`src/rtl/alu_pkg.sv`:
```
// Shared definitions for the arbitrated ALU: opcode encodings and the
// transaction FSM state type.
package alu_pkg;

    localparam logic [2:0] ALU_ADD = 3'b000;
    localparam logic [2:0] ALU_SUB = 3'b001;
    localparam logic [2:0] ALU_MUL = 3'b010;

    typedef enum logic [1:0] {
        ST_IDLE,
        ST_EXEC,
        ST_RESP
    } arb_state_e;

endpackage

```
`src/rtl/alu_arbiter_alu.sv`:
```
// Combinational ALU datapath: add, sub, and 8-bit fixed-point multiply
// (bits [11:4] of the 16-bit-truncated product); unknown opcodes flag err_o.
module ALU
    import alu_pkg::*;
#(
    parameter int unsigned W = 16
) (
    input  logic [2:0]   op_i,
    input  logic [W-1:0] a_i,
    input  logic [W-1:0] b_i,
    output logic [W-1:0] y_o,
    output logic         err_o
);

    logic [15:0] a16;
    logic [15:0] b16;
    logic [15:0] prod16;

    // A 16-bit multiply is already the full product truncated mod 2^16.
    assign a16    = 16'(a_i);
    assign b16    = 16'(b_i);
    assign prod16 = a16 * b16;

    always_comb begin
        y_o   = '0;
        err_o = 1'b0;
        case (op_i)
            ALU_ADD: y_o = a_i + b_i;
            ALU_SUB: y_o = a_i - b_i;
            ALU_MUL: y_o = W'((prod16 >> 4) & 16'h00FF);
            default: err_o = 1'b1;
        endcase
    end

endmodule

```
`src/rtl/alu_arbiter.sv`:
```
// Round-robin arbiter sharing one ALU among NUM_REQ requesters; one
// transaction in flight, IDLE -> EXEC -> RESP with a held response.
module alu_arbiter
    import alu_pkg::*;
#(
    parameter int unsigned NUM_REQ = 3,
    parameter int unsigned W       = 16
) (
    input  logic                 clk,
    input  logic                 rst,
    input  logic [NUM_REQ-1:0]   req_valid,
    output logic [NUM_REQ-1:0]   req_ready,
    input  logic [3*NUM_REQ-1:0] req_op,
    input  logic [W*NUM_REQ-1:0] req_a,
    input  logic [W*NUM_REQ-1:0] req_b,
    output logic                 rsp_valid,
    input  logic                 rsp_ready,
    output logic [1:0]           rsp_id,
    output logic [W-1:0]         rsp_data,
    output logic                 rsp_err,
    output logic                 busy
);

    arb_state_e   state_q;
    logic [1:0]   ptr_q;
    logic [1:0]   ptr_d;
    logic [2:0]   op_q;
    logic [W-1:0] a_q;
    logic [W-1:0] b_q;
    logic [1:0]   id_q;
    logic         rsp_valid_q;
    logic [W-1:0] rsp_data_q;
    logic [1:0]   rsp_id_q;
    logic         rsp_err_q;

    logic [2:0]   op_arr [NUM_REQ];
    logic [W-1:0] a_arr  [NUM_REQ];
    logic [W-1:0] b_arr  [NUM_REQ];

    logic         grant_vld;
    logic [1:0]   grant_idx;
    logic [1:0]   idx;

    logic [W-1:0] alu_y;
    logic         alu_err;

    always_comb begin
        for (int unsigned i = 0; i < NUM_REQ; i++) begin
            op_arr[i] = req_op[3*i +: 3];
            a_arr[i]  = req_a[W*i +: W];
            b_arr[i]  = req_b[W*i +: W];
        end
    end

    // First valid requester at or after ptr_q, wrapping modulo NUM_REQ.
    always_comb begin
        grant_vld = 1'b0;
        grant_idx = '0;
        idx       = '0;
        for (int unsigned k = 0; k < NUM_REQ; k++) begin
            idx = 2'((32'(ptr_q) + k) % NUM_REQ);
            if (!grant_vld && req_valid[idx]) begin
                grant_vld = 1'b1;
                grant_idx = idx;
            end
        end
    end

    assign ptr_d = (grant_idx == 2'(NUM_REQ - 1)) ? '0 : grant_idx + 2'd1;

    always_comb begin
        req_ready = '0;
        if (!rst && state_q == ST_IDLE && grant_vld) begin
            req_ready[grant_idx] = 1'b1;
        end
    end

    ALU #(
        .W(W)
    ) u_alu (
        .op_i (op_q),
        .a_i  (a_q),
        .b_i  (b_q),
        .y_o  (alu_y),
        .err_o(alu_err)
    );

    always_ff @(posedge clk) begin
        if (rst) begin
            state_q     <= ST_IDLE;
            ptr_q       <= '0;
            op_q        <= '0;
            a_q         <= '0;
            b_q         <= '0;
            id_q        <= '0;
            rsp_valid_q <= 1'b0;
            rsp_data_q  <= '0;
            rsp_id_q    <= '0;
            rsp_err_q   <= 1'b0;
        end else begin
            case (state_q)
                ST_IDLE: begin
                    if (grant_vld) begin
                        op_q    <= op_arr[grant_idx];
                        a_q     <= a_arr[grant_idx];
                        b_q     <= b_arr[grant_idx];
                        id_q    <= grant_idx;
                        ptr_q   <= ptr_d;
                        state_q <= ST_EXEC;
                    end
                end
                ST_EXEC: begin
                    rsp_data_q  <= alu_y;
                    rsp_err_q   <= alu_err;
                    rsp_id_q    <= id_q;
                    rsp_valid_q <= 1'b1;
                    state_q     <= ST_RESP;
                end
                ST_RESP: begin
                    if (rsp_ready) begin
                        rsp_valid_q <= 1'b0;
                        state_q     <= ST_IDLE;
                    end
                end
                default: state_q <= ST_IDLE;
            endcase
        end
    end

    assign rsp_valid = rsp_valid_q;
    assign rsp_data  = rsp_data_q;
    assign rsp_id    = rsp_id_q;
    assign rsp_err   = rsp_err_q;
    assign busy      = (state_q != ST_IDLE);

endmodule

```
`config.mk`:
```
export PLATFORM = sky130hd
export DESIGN_NAME = alu_arbiter
export DESIGN_NICKNAME = d
export VERILOG_FILES = /design/src/rtl/alu_pkg.sv /design/src/rtl/alu_arbiter_alu.sv /design/src/rtl/alu_arbiter.sv
export SDC_FILE = /design/constraint.sdc
export NUM_CORES = 1
export LEC_CHECK = 0
export BUFFER_PORTS_ARGS = -buffer_cell sky130_fd_sc_hd__buf_2
export CAP_MARGIN = 20
export CELL_PAD_IN_SITES_DETAIL_PLACEMENT = 1
export CELL_PAD_IN_SITES_GLOBAL_PLACEMENT = 1
export CORE_MARGIN = 2
export CORE_UTILIZATION = 37
export DETAILED_ROUTE_END_ITERATION = 8
export GPL_ROUTABILITY_DRIVEN = 1
export PLACE_DENSITY = 0.8
export SLEW_MARGIN = 5
export SYNTH_ARGS = -nofsm -noshare
export SYNTH_HDL_FRONTEND = slang
export SYNTH_HIERARCHICAL = 1
export SYNTH_SLANG_ARGS = --single-unit
export TNS_END_PERCENT = 30
```
`constraint.sdc`:
```
create_clock -name clk -period 4.4 [get_ports clk]
set_input_delay 0.22 -clock clk [delete_from_list [all_inputs] [get_ports clk]]
set_output_delay 0.22 -clock clk [all_outputs]
set_load 0.1 [all_outputs]
```
==> qor.yml <==
status:
  status: "finished, final reports clean"
logic_synthesis:
  ys.flop_type: "dfxtp_1"
  avgSynthCellArea_sq_um: 8.242
  synthCells: 730
  async_flop_share_pct: 0
  syn_nets: 927
  synth_warnings: 6
  mappedNetlistArea_sq_um: 6017
  ys_ff_latch: 61
  synth_edf_count: 0
  synth.distinct_cells: 59
  yosysSeqAreaShare_pct: 20.30
clock_network:
  cts-root-buf: "clkbuf_16"
  cts-buffers-inserted: 9
  path_clk_slew_ns: 0.06
  h-tree-depth: 3
  cts.hold.buffers_added: 0
  clock_latency_ns: 0.34
  clkSinkCount: 61
  max-clock-path-buffers: 2
  tritoncts: "yes"
grt:
  grt_pass1_wl_mm: 31.11
  grt-ovfl-total: 0
  grt_max_degree: 36
  antenna_found_initial: 1
  grt_pass1_vias: 5966
  gr-usage-all-layers_pct: 22.47
timing:
  setup_slack_ns: 0.08954
  hold_viol_final: 0
  fmax_mhz: 232.0
  final-max-slew-violation-count: 0
  tightest_slew_ns: 0.7807
  fin_crit_ns: 4.310
  relSlewSlack_pct: 47.56
  fin_skew_ns: 0.006651
  hold-worst-slack_ns: 0.1151
  finalSetupTns_ns: 0
  post-route-period-util_pct: 97.96
  finalSetupViolCount: 0
layout:
  final_cell_mix: "buf_2, nand2_1, inv_1"
  final_common_cell: "buf_2"
  fin_nets: 1076
  drive_gt1_share_pct: 26.92
  antenna_cells: 0
  fin_area_sq_um: 7555
  area_growth_pct: 25.56
detailed_routing:
  drc: 0
  drtIter0Drc: 252
  detail_route.vias_per_cell: 5.263
  routed_wl_mm: 19.86
  ant_nets: 0
  top_layer: "met5"
  wl_met3_mm: 1.062
  wl_met1_mm: 8.604
  met2_length_mm: 9.727
  wl_per_cell_microns: 18.05
  num_vias: 5789
  firstDrtPassIters: 5
critical_path:
  cp_num_buf_inv: 4
  crit_top_cell: "fa_1"
  critPathRequiredTime_ns: 4.60
  cp.arrival_ns: 4.51
  cp-start-kind: "flip-flop"
  critPathMaxFanout: 5
  reg2reg_setup_slack_ns: 0.09
  crit_path_end_kind: "flip-flop"
  cp_slowest_stage_delay_ns: 0.60
  cp_top_family: "adder cells"
  crit_chain: "buf_4 > nand2_1 > fa_1 > inv_1 > fa_1 > ha_4 > fa_1 > inv_1 > fa_1 > inv_1 > ha_4 > o21ai_1 > nand2b_1 > a21oi_2 > xnor2_1 > o21ai_1 > nand2_1 > a21oi_1"
  crit_type: "flip-flop to flip-flop"
  cpMaxStageDelayCell: "fa_1"
floorplan:
  rows: 46
  die_x_microns: 131.5
  core_sq_um: 15890
  start_util_pct: 37.88
  floorplan.die.height_microns: 131.5
  dieArea_sq_um: 17300
  ios: 135
placed_design:
  place_area_sq_um: 7046
  dp_hpwl_mm: 15.67
  numPortBuffers: 134
  post-place-ws_ns: -0.1169
  globalplace.congestion: 0.9254
worst_hold_path:
  min_path_type: "input port to flip-flop"
power:
  power.leakage_uw: 0.003669
  ir_drop_v: 0.0003651
  p_per_area_nw_per_um2: 728.4
flow_run:
  max_cap_violations: 0
cell usage after synthesis, types with 2 or more instances:
cell / instances / area share, %
xor2_1: 21 / 3.1
inv_1: 82 / 5.1
clkbuf_1: 19 / 1.2
nand2b_1: 5 / 0.52
buf_4: 7 / 0.87
nor3_1: 7 / 0.58
nor2b_1: 9 / 0.94
a21o_1: 6 / 0.75
o21ai_0: 39 / 3.2
buf_2: 4 / 0.33
nor2_1: 26 / 1.6
xnor2_1: 32 / 4.7
and2_1: 15 / 1.6
fa_1: 40 / 13
ha_1: 46 / 9.6
dfxtp_1: 61 / 20
or3_1: 3 / 0.31
buf_6: 7 / 1.3
or3b_2: 2 / 0.29
or2_2: 3 / 0.31
a211oi_1: 3 / 0.37
a21oi_1: 43 / 3.6
o22ai_1: 7 / 0.73
a31oi_1: 2 / 0.21
o21ai_1: 14 / 1.2
o21a_1: 8 / 1.0
nand2_1: 114 / 7.1
a22oi_1: 36 / 4.5
mux2i_1: 39 / 6.5
cell families after synthesis:
| family | share of synthesized area [%] |
|---|---|
| compound gates | 18.17 |
| xor+xnor | 7.715 |
| fa+ha+maj | 22.87 |
| buf+inv | 8.900 |
| flops | 20.30 |
| mux | 6.488 |
| simple gates | 15.55 |
state kept, by name, indices dropped and copies added (netlist names), 2 cells and up:
signal    cells
a_q          16
b_q          16
rsp_data     16
op_q          3
id_q          2
ptr_q         2
rsp_id        2
state_q       2
path summary, 6_finish.rpt:
path                from     endpoint  cells after the start
max               a_q[5]  rsp_data[7]                     18
min            req_b[42]      b_q[10]                      3
min reg2reg  rsp_data[2]  rsp_data[2]                      2
max reg2reg       a_q[5]  rsp_data[7]                     18
what timing repair did:
action,4_1_cts,5_1_grt
setup buffers,0,2
setup endpoints to repair,2,3
gates resized for setup,8,36
endpoints found under the hold margin,0,0
pin swaps,3,12
per-stage QoR:
step	instances	util [%]	power, uW
5_1_grt	1100	47.56	5933
3_5_place_dp	1082	44.35	4555
3_3_place_gp	1082	44.35	4450
2_1_floorplan	730	-	3626
6_report	1100	47.56	5503
4_1_cts	1098	46.53	5389
layer usage:
metal / track usage (%) / up-vias
li1: - / 2742
met1: 28.74 / 2799
met2: 38.05 / 208
met3: 4.437 / 38
met4: 7.186 / 2
met5: 0 / -
tightest hold or removal path, stage by stage:
cell and delay [ns]:
buf_2 0.07, a22oi_1 0.06, o21ai_0 0.06
final cells by class:
class / count / area (sq um)
clock inverters: 5 / 82.58
multi-input cells: 549 / 4380
inverters: 82 / 307.8
fillers: 1962 / 8330
well taps: 216 / 270.3
clock buffers: 11 / 252.7
flip-flops and latches: 61 / 1256
repair buffers: 176 / 1005
power breakdown:
part	total (uW)	internal, uW	switching (uW)
sequential	924	738	185
combinational	3780	1440	2340
clock	798	527	272
Power figures use the tool's default switching activity.
